**config.mk**
```make
export PLATFORM = sky130hd
export DESIGN_NAME = encoder8_3
export DESIGN_NICKNAME = d
export VERILOG_FILES = /design/src/rtl/encoder8_3_pkg.sv /design/src/rtl/encoder8_3_pri_sel8.sv /design/src/rtl/encoder8_3.sv
export SDC_FILE = /design/constraint.sdc
export NUM_CORES = 1
export LEC_CHECK = 0
export CORE_MARGIN = 4
export CORE_UTILIZATION = 35
export DETAILED_ROUTE_END_ITERATION = 10
export PLACE_DENSITY_LB_ADDON = 0.2
export SLEW_MARGIN = 20
export SYNTH_ARGS = -nofsm -noshare
export SYNTH_HDL_FRONTEND = slang
export SYNTH_SLANG_ARGS = --single-unit
```
**constraint.sdc**
```tcl
create_clock -name clk -period 2 [get_ports clk]
set_input_delay 0.2 -clock clk [delete_from_list [all_inputs] [get_ports clk]]
set_output_delay 0.2 -clock clk [all_outputs]
set_load 0.02 [all_outputs]
```
**src/rtl/encoder8_3_pkg.sv**
```systemverilog
// Shared widths, state encoding and a one-hot helper for the 8-to-3 request encoder.
package encoder8_3_pkg;

  localparam int REQ_W = 8;
  localparam int IDX_W = 3;

  typedef enum logic {
    IDLE  = 1'b0,
    OFFER = 1'b1
  } state_t;

  function automatic logic [REQ_W-1:0] onehot(input logic [IDX_W-1:0] i);
    return REQ_W'(1) << i;
  endfunction

endpackage

```
**src/rtl/encoder8_3_pri_sel8.sv**
```systemverilog
// Combinational circular search: first set bit of elig at or after start, wrapping 7->0.
// Latency: none. Backpressure: none.
module pri_sel8
  import encoder8_3_pkg::*;
(
  input  logic [REQ_W-1:0] elig,
  input  logic [IDX_W-1:0] start,
  output logic             found,
  output logic [IDX_W-1:0] idx
);

  logic [IDX_W-1:0] k;

  // Walk offsets from farthest to nearest so the nearest hit is the last write.
  always_comb begin
    found = 1'b0;
    idx   = start;
    k     = start;
    for (int n = REQ_W - 1; n >= 0; n--) begin
      k = start + IDX_W'(n);
      if (elig[k]) begin
        found = 1'b1;
        idx   = k;
      end
    end
  end

endmodule

```
**src/rtl/encoder8_3.sv**
```systemverilog
// Pending-request encoder: offers one index per cycle; fixed priority, or round-robin with ENCODER_RR_EN.
// Latency: 2 edges from req_i sample to valid_o. Backpressure: offer holds stable while ready_i=0.
module encoder8_3
  import encoder8_3_pkg::*;
(
  input  logic             clk,
  input  logic             rst_n,
  input  logic [REQ_W-1:0] req_i,
  input  logic [REQ_W-1:0] mask_i,
  input  logic             ready_i,
  output logic             valid_o,
  output logic [IDX_W-1:0] idx_o,
  output logic [REQ_W-1:0] pending_o
);

  state_t           state;
  logic             acc;
  logic [REQ_W-1:0] clr;
  logic [REQ_W-1:0] elig;
  logic [IDX_W-1:0] start;
  logic             sel_vld;
  logic [IDX_W-1:0] sel_idx;

  assign acc  = valid_o && ready_i;
  assign clr  = acc ? onehot(idx_o) : '0;
  assign elig = pending_o & ~mask_i & ~clr;

`ifdef ENCODER_RR_EN
  logic [IDX_W-1:0] ptr;

  // On acceptance the search already starts past the index being accepted.
  assign start = (acc ? idx_o : ptr) + 3'd1;

  always_ff @(posedge clk or negedge rst_n) begin
    if (!rst_n) begin
      ptr <= 3'h7;
    end else if (acc) begin
      ptr <= idx_o;
    end
  end
`else
  assign start = '0;
`endif

  pri_sel8 u_sel (
    .elig  (elig),
    .start (start),
    .found (sel_vld),
    .idx   (sel_idx)
  );

  always_ff @(posedge clk or negedge rst_n) begin
    if (!rst_n) begin
      state     <= IDLE;
      valid_o   <= 1'b0;
      idx_o     <= '0;
      pending_o <= '0;
    end else begin
      pending_o <= (pending_o & ~clr) | req_i;
      case (state)
        IDLE: begin
          if (sel_vld) begin
            state   <= OFFER;
            valid_o <= 1'b1;
            idx_o   <= sel_idx;
          end
        end
        OFFER: begin
          if (ready_i) begin
            if (sel_vld) begin
              idx_o <= sel_idx;
            end else begin
              state   <= IDLE;
              valid_o <= 1'b0;
            end
          end
        end
        default: begin
          state   <= IDLE;
          valid_o <= 1'b0;
        end
      endcase
    end
  end

endmodule

```
# --- Word-level counts from Yosys, hierarchy flattened ---
# Cells that the tools add are included.
totals:
  ff_bits: 13
  wordCells: 44
classes:
  eq_ne: 3
  shift: 1
  n_reduce_logical: 2
  n_bitwise: 7
  muxes: 27
op_table:
  columns: ["operator", "count"]
  rows:
  - ["3-bit 2-to-1 mux", 10]
  - ["8-bit bitwise AND", 3]
  - ["8-bit inverter", 2]
  - ["1-bit 2-to-1 mux", 13]
  - ["8-bit 2-to-1 mux", 1]
  - ["8-bit bitwise OR", 1]
  - ["1-bit by 3-bit left shift with 8-bit output, first input constant", 1]
  - ["2-bit != test, second input constant", 3]
  - ["3-bit one-hot mux with 2 select lines", 1]
  - ["1-bit one-hot mux with 2 select lines", 2]
  - ["3-bit AND reduction", 1]
  - ["1-bit logical AND", 1]
  - ["1-bit inverter", 1]

# --- Depth between registers and ports, before layout ---
depth:
  depth_word: 15
  mapped_depth: 7
  depth_no_buf: 6

# --- By module ---
# From an unflattened synthesis, not the netlist that was laid out.
hier_totals:
  hier_cells: 145
  hier_area_um2: 1366.3
modules_own_cells:
  columns: ["module", "cells_per_inst", "area_per_inst_um2", "instances", "seq_area_each_um2"]
  rows:
  - ["pri_sel8", 92, 790.8, 1, 0.0]
  - ["encoder8_3", 53, 575.6, 1, 325.3]

# --- Worst setup path after synthesis ---
# Ideal clock, no wire load.
synth_path:
  path_type: "reg2reg"
  start: "reg valid_o"
  end: "reg idx_o[0]"
  path_buffers: 1
  path_stages_with_launch: 8
  period_less_slack_ns: 1.882
  arrival_time_ns: 1.750
  setup_time_ns: 0.132
  path_slack_ns: 0.118
  cell_sequence: "dfrtp_1 and3b_1 buf_6 a311o_1 and2_4 and4_4 o21ai_0 o41ai_2"
synth_between:
  elab_chain_cells: 15
  elab_cells_between_ends: 23
synth_lines:
  columns: ["item", "line", "source"]
  rows:
  - ["from (decl)", "encoder8_3.sv:11", "output logic valid_o,"]
  - ["from (signal assigned)", "encoder8_3.sv:55", "valid_o <= 1'b0;"]
  - ["from (signal assigned)", "encoder8_3.sv:64", "valid_o <= 1'b1;"]
  - ["from (signal assigned)", "encoder8_3.sv:74", "valid_o <= 1'b0;"]
  - ["1-bit logical AND (*)", "encoder8_3.sv:24", "assign acc = valid_o && ready_i;"]
  - ["8-bit 2-to-1 mux (*)", "encoder8_3.sv:25", "assign clr = acc ? onehot(idx_o) : '0;"]
  - ["8-bit inverter (*)", "encoder8_3.sv:26", "assign elig = pending_o & ~mask_i & ~clr;"]
  - ["8-bit bitwise AND (*)", "encoder8_3.sv:26", null]
  - ["3-bit 2-to-1 mux / 1-bit 2-to-1 mux (equally long branches) (8 in a row)", "encoder8_3_pri_sel8.sv:21", "if (elig[k]) begin"]
  - ["3-bit 2-to-1 mux (*)", "encoder8_3.sv:62, encoder8_3.sv:70", null]
  - ["3-bit 2-to-1 mux", "encoder8_3.sv:69", "if (ready_i) begin"]
  - ["3-bit one-hot mux with 2 select lines (*)", "encoder8_3.sv:60", "case (state)"]
  - ["to (signal assigned)", "encoder8_3.sv:65", "idx_o <= sel_idx;"]
  - ["to (signal assigned)", "encoder8_3.sv:71", "idx_o <= sel_idx;"]
  - ["to (decl)", "encoder8_3.sv:12", "output logic [IDX_W-1:0] idx_o,"]
# Mark *: on every way between the ends. The rest lies on a longest branch, timed or not. The select of a mux whose other input is x is not followed.
# A chain may end at the register's enable or synchronous reset.

# --- Worst setup path in the final report ---
layout_path:
  start: "reg idx_o[0]"
  end: "reg idx_o[0]"
layout_between:
  elab_chain_cells: 15
  elab_cells_between_ends: 23
layout_lines:
  columns: ["item", "line", "source"]
  rows:
  - ["1-bit by 3-bit left shift with 8-bit output", "encoder8_3_pkg.sv:13", "return REQ_W'(1) << i;"]
  - ["8-bit 2-to-1 mux", "encoder8_3.sv:25", null]
  - ["8-bit inverter", "encoder8_3.sv:26", null]
  - ["8-bit bitwise AND", "encoder8_3.sv:26", null]
  - ["3-bit 2-to-1 mux / 1-bit 2-to-1 mux (equally long branches) (8 in a row)", "encoder8_3_pri_sel8.sv:21", null]
  - ["3-bit 2-to-1 mux (*)", "encoder8_3.sv:62, encoder8_3.sv:70", null]
  - ["3-bit 2-to-1 mux", "encoder8_3.sv:69", null]
  - ["3-bit one-hot mux with 2 select lines (*)", "encoder8_3.sv:60", null]
# Marks and branches as above.

==> flow_metrics.py <==
metrics = {
    "run_status": {
        "status": "completed",
    },
    "placed_design": {
        "placed_cells": 140,
        "dpl-instance-area_sq_mm": 0.00109,
        "portBuffers": 30,
        "globalplace.congestion": 0.763,
        "dp_hpwl_mm": 1.43,
    },
    "power": {
        "p_leak_nw": 0.478,
        "ir_worst_vdd_v": 0.000464,
        "powerDensity_mw_per_mm2": 684,
    },
    "global_routing": {
        "grt_pass1_vias": 681,
        "grt_pass1_wl_mm": 3.04,
        "overflow": 0,
        "antenna_found_initial": 0,
        "track_usage": 0.153,
        "grt_max_degree": 14,
    },
    "floorplanning": {
        "start_util": 0.367,
        "chipHeight_microns": 53.1,
        "core_area_sq_mm": 0.00194,
        "die-area_sq_mm": 0.00282,
        "rows": 16,
        "ios": 31,
        "die-width_microns": 53.1,
    },
    "detailed_routing": {
        "drc": 0,
        "wl_mm": 1.88,
        "dr.pass1.iters": 4,
        "dr_total_vias": 706,
        "viasPerCell": 4.90,
        "final_antenna_net_count": 0,
        "routedWlPerCell_microns": 13.0,
        "drt_iter0_drc": 5,
    },
    "synth": {
        "async_flop_share": 1.00,
        "synth-edff-count": 0,
        "yosys_warnings": 0,
        "yosys.area.top_type": "dfrtp_1",
        "synth.net_count": 96,
        "synth_seq_cells": 13,
        "synthCells": 77,
        "synth_top_area_frac": 0.457,
        "synth_cell_type_count": 25,
        "synth-main-ff-cell": "dfrtp_1",
        "netlist_top_cells_area": "dfrtp_1 (46%), nand2b_1 (7.9%), a21oi_1 (6.3%), o21ai_0 (4.2%), nand2_1 (3.7%)",
        "avgSynthCellArea_sq_um": 9.25,
        "seq_area_frac_synth": 0.457,
        "syn_area_sq_um": 712,
    },
    "clock_network": {
        "clkSinkCount": 13,
        "cts_buffers": 3,
        "clk_path_buf_depth": 2,
        "cts_setup_buffers": 0,
        "htree_levels": 1,
        "cts_root_buf": "clkbuf_4",
        "clk_latency_ps": 290,
        "hold_buffers": 0,
        "cts_tree": "done",
        "cts_resized": 0,
        "clkTransAtPathRegs_ps": 90,
    },
    "hold_path": {
        "hold_class": "primary input to async pin",
    },
    "timing": {
        "slew_headroom": 0.599,
        "fin_crit_ps": 1860,
        "hold_slack_ps": 282,
        "skew_ps": 8.76,
        "final.period_utilization": 0.928,
        "finalHoldViolCount": 0,
        "rsz0062_at_grt": "false",
        "max_slew.worst_pin.slew_ps": 599,
        "slew_viol_final": 0,
        "finalSetupViolCount": 0,
        "fmax_ghz": 0.539,
    },
    "finish": {
        "drive_gt1_frac": 0.162,
        "n_fill_cell": 180,
        "finalInstanceArea_sq_mm": 0.00112,
        "syn_to_final_growth_pct": 57.3,
        "num_antenna_cells": 0,
        "final_nets": 137,
        "final_common_cell": "clkdlybuf4s50_1",
        "fin_cells": 144,
        "final_cell_mix": "clkdlybuf4s50_1 (30), dfrtp_1 (13), nand2b_1 (9), a21oi_1 (9), buf_4 (9)",
    },
    "critical_path": {
        "cpMaxStageDelayCell": "dfrtp_1",
        "critPathRequiredTime_ps": 2190,
        "critical_path_class": "flip-flop to flip-flop",
        "critPathMaxStageDelay_ps": 520,
        "crit_arrival_ps": 2050,
        "cp_cell_sequence": "nand2b_1, o211a_1, o32a_1, o21ai_0, a21oi_1, o41ai_2",
        "cp-end-kind": "flip-flop",
        "cp-start-kind": "flip-flop",
        "cp_max_fo": 11,
    },
    "run": {
        "drv_cap": 0,
    },
}
==> metal layers <==
metal / track usage / wire (microns)
met4: 0.0766 / 26
met3: 0.0451 / 138
met1: 0.176 / 817
met5: 0 / 0
met2: 0.254 / 894
==> per-stage QoR <==
step | power (mW) | setup TNS, ps | utilization | setup WS [ps]
3_5_place_dp | 0.604 | -111 | 0.563 | -56.0
3_3_place_gp | 0.599 | -36.8 | 0.563 | -36.8
5_1_grt | 0.816 | 0 | 0.577 | 5.85
4_1_cts | 0.775 | 0 | 0.577 | 124
2_1_floorplan | 0.465 | 0 | - | 118
6_report | 0.766 | 0 | 0.577 | 143
==> cell families (layout without fill, tap and decap cells) <==
kind of cell / after synthesis / in the layout / synth area share
AO/OA/AOI/OAI: 27 / 27 / 0.264
AND/OR/NAND/NOR: 29 / 29 / 0.223
flip-flops: 13 / 13 / 0.457
buffers and inverters: 8 / 48 / 0.0562
==> synthesized netlist by cell type (2+ instances only) <==
library cell / number
nor2_1: 5
a21o_1: 3
nor2b_1: 2
buf_2: 2
nand3_1: 2
dfrtp_1: 13
a21oi_1: 9
o21ai_0: 6
nand2b_1: 9
nand2_1: 7
inv_1: 5
==> where the power goes <==
| group | switching (mW) | internal, mW | total, mW |
|---|---|---|---|
| clock network | 0.0940 | 0.0743 | 0.168 |
| registers | 0.0391 | 0.289 | 0.328 |
| logic | 0.120 | 0.150 | 0.270 |
| total | 0.253 | 0.513 | 0.766 |
==> area by class of cell <==
cell class	count	area [sq um]	area share
Timing Repair Buffer	39	368	0.328
Clock inverter	1	5.00	0.00447
Inverter	5	18.8	0.0168
Tap cell	27	33.8	0.0302
Multi-Input combinational cell	56	347	0.309
Clock buffer	3	22.5	0.0201
Sequential cell	13	325	0.291
==> worst max-delay path: cells and delay by family, from the launching register on <==
kind / cells / cell delay, ps
compound gates: 5 / 1010
simple gates: 1 / 210
flops: 1 / 520
==> state kept, by name (all words and copies together), names as in the netlist <==
register,flops
idx_o,3
pending_o,8
state,1
valid_o,1
==> final timing paths <==
check                      slack (ps)     start  cells after the start           end
max                               140  idx_o[0]                      6      idx_o[0]
min                               280     rst_n                      1  pending_o[7]
max reg2reg                       140  idx_o[0]                      6      idx_o[0]
min reg2reg                       490     state                      1       valid_o
max in group asynchronous        1320     rst_n                      1  pending_o[2]
min in group clk                  470  req_i[0]                      2  pending_o[0]
No activity file was read; power rests on OpenSTA's default activity.
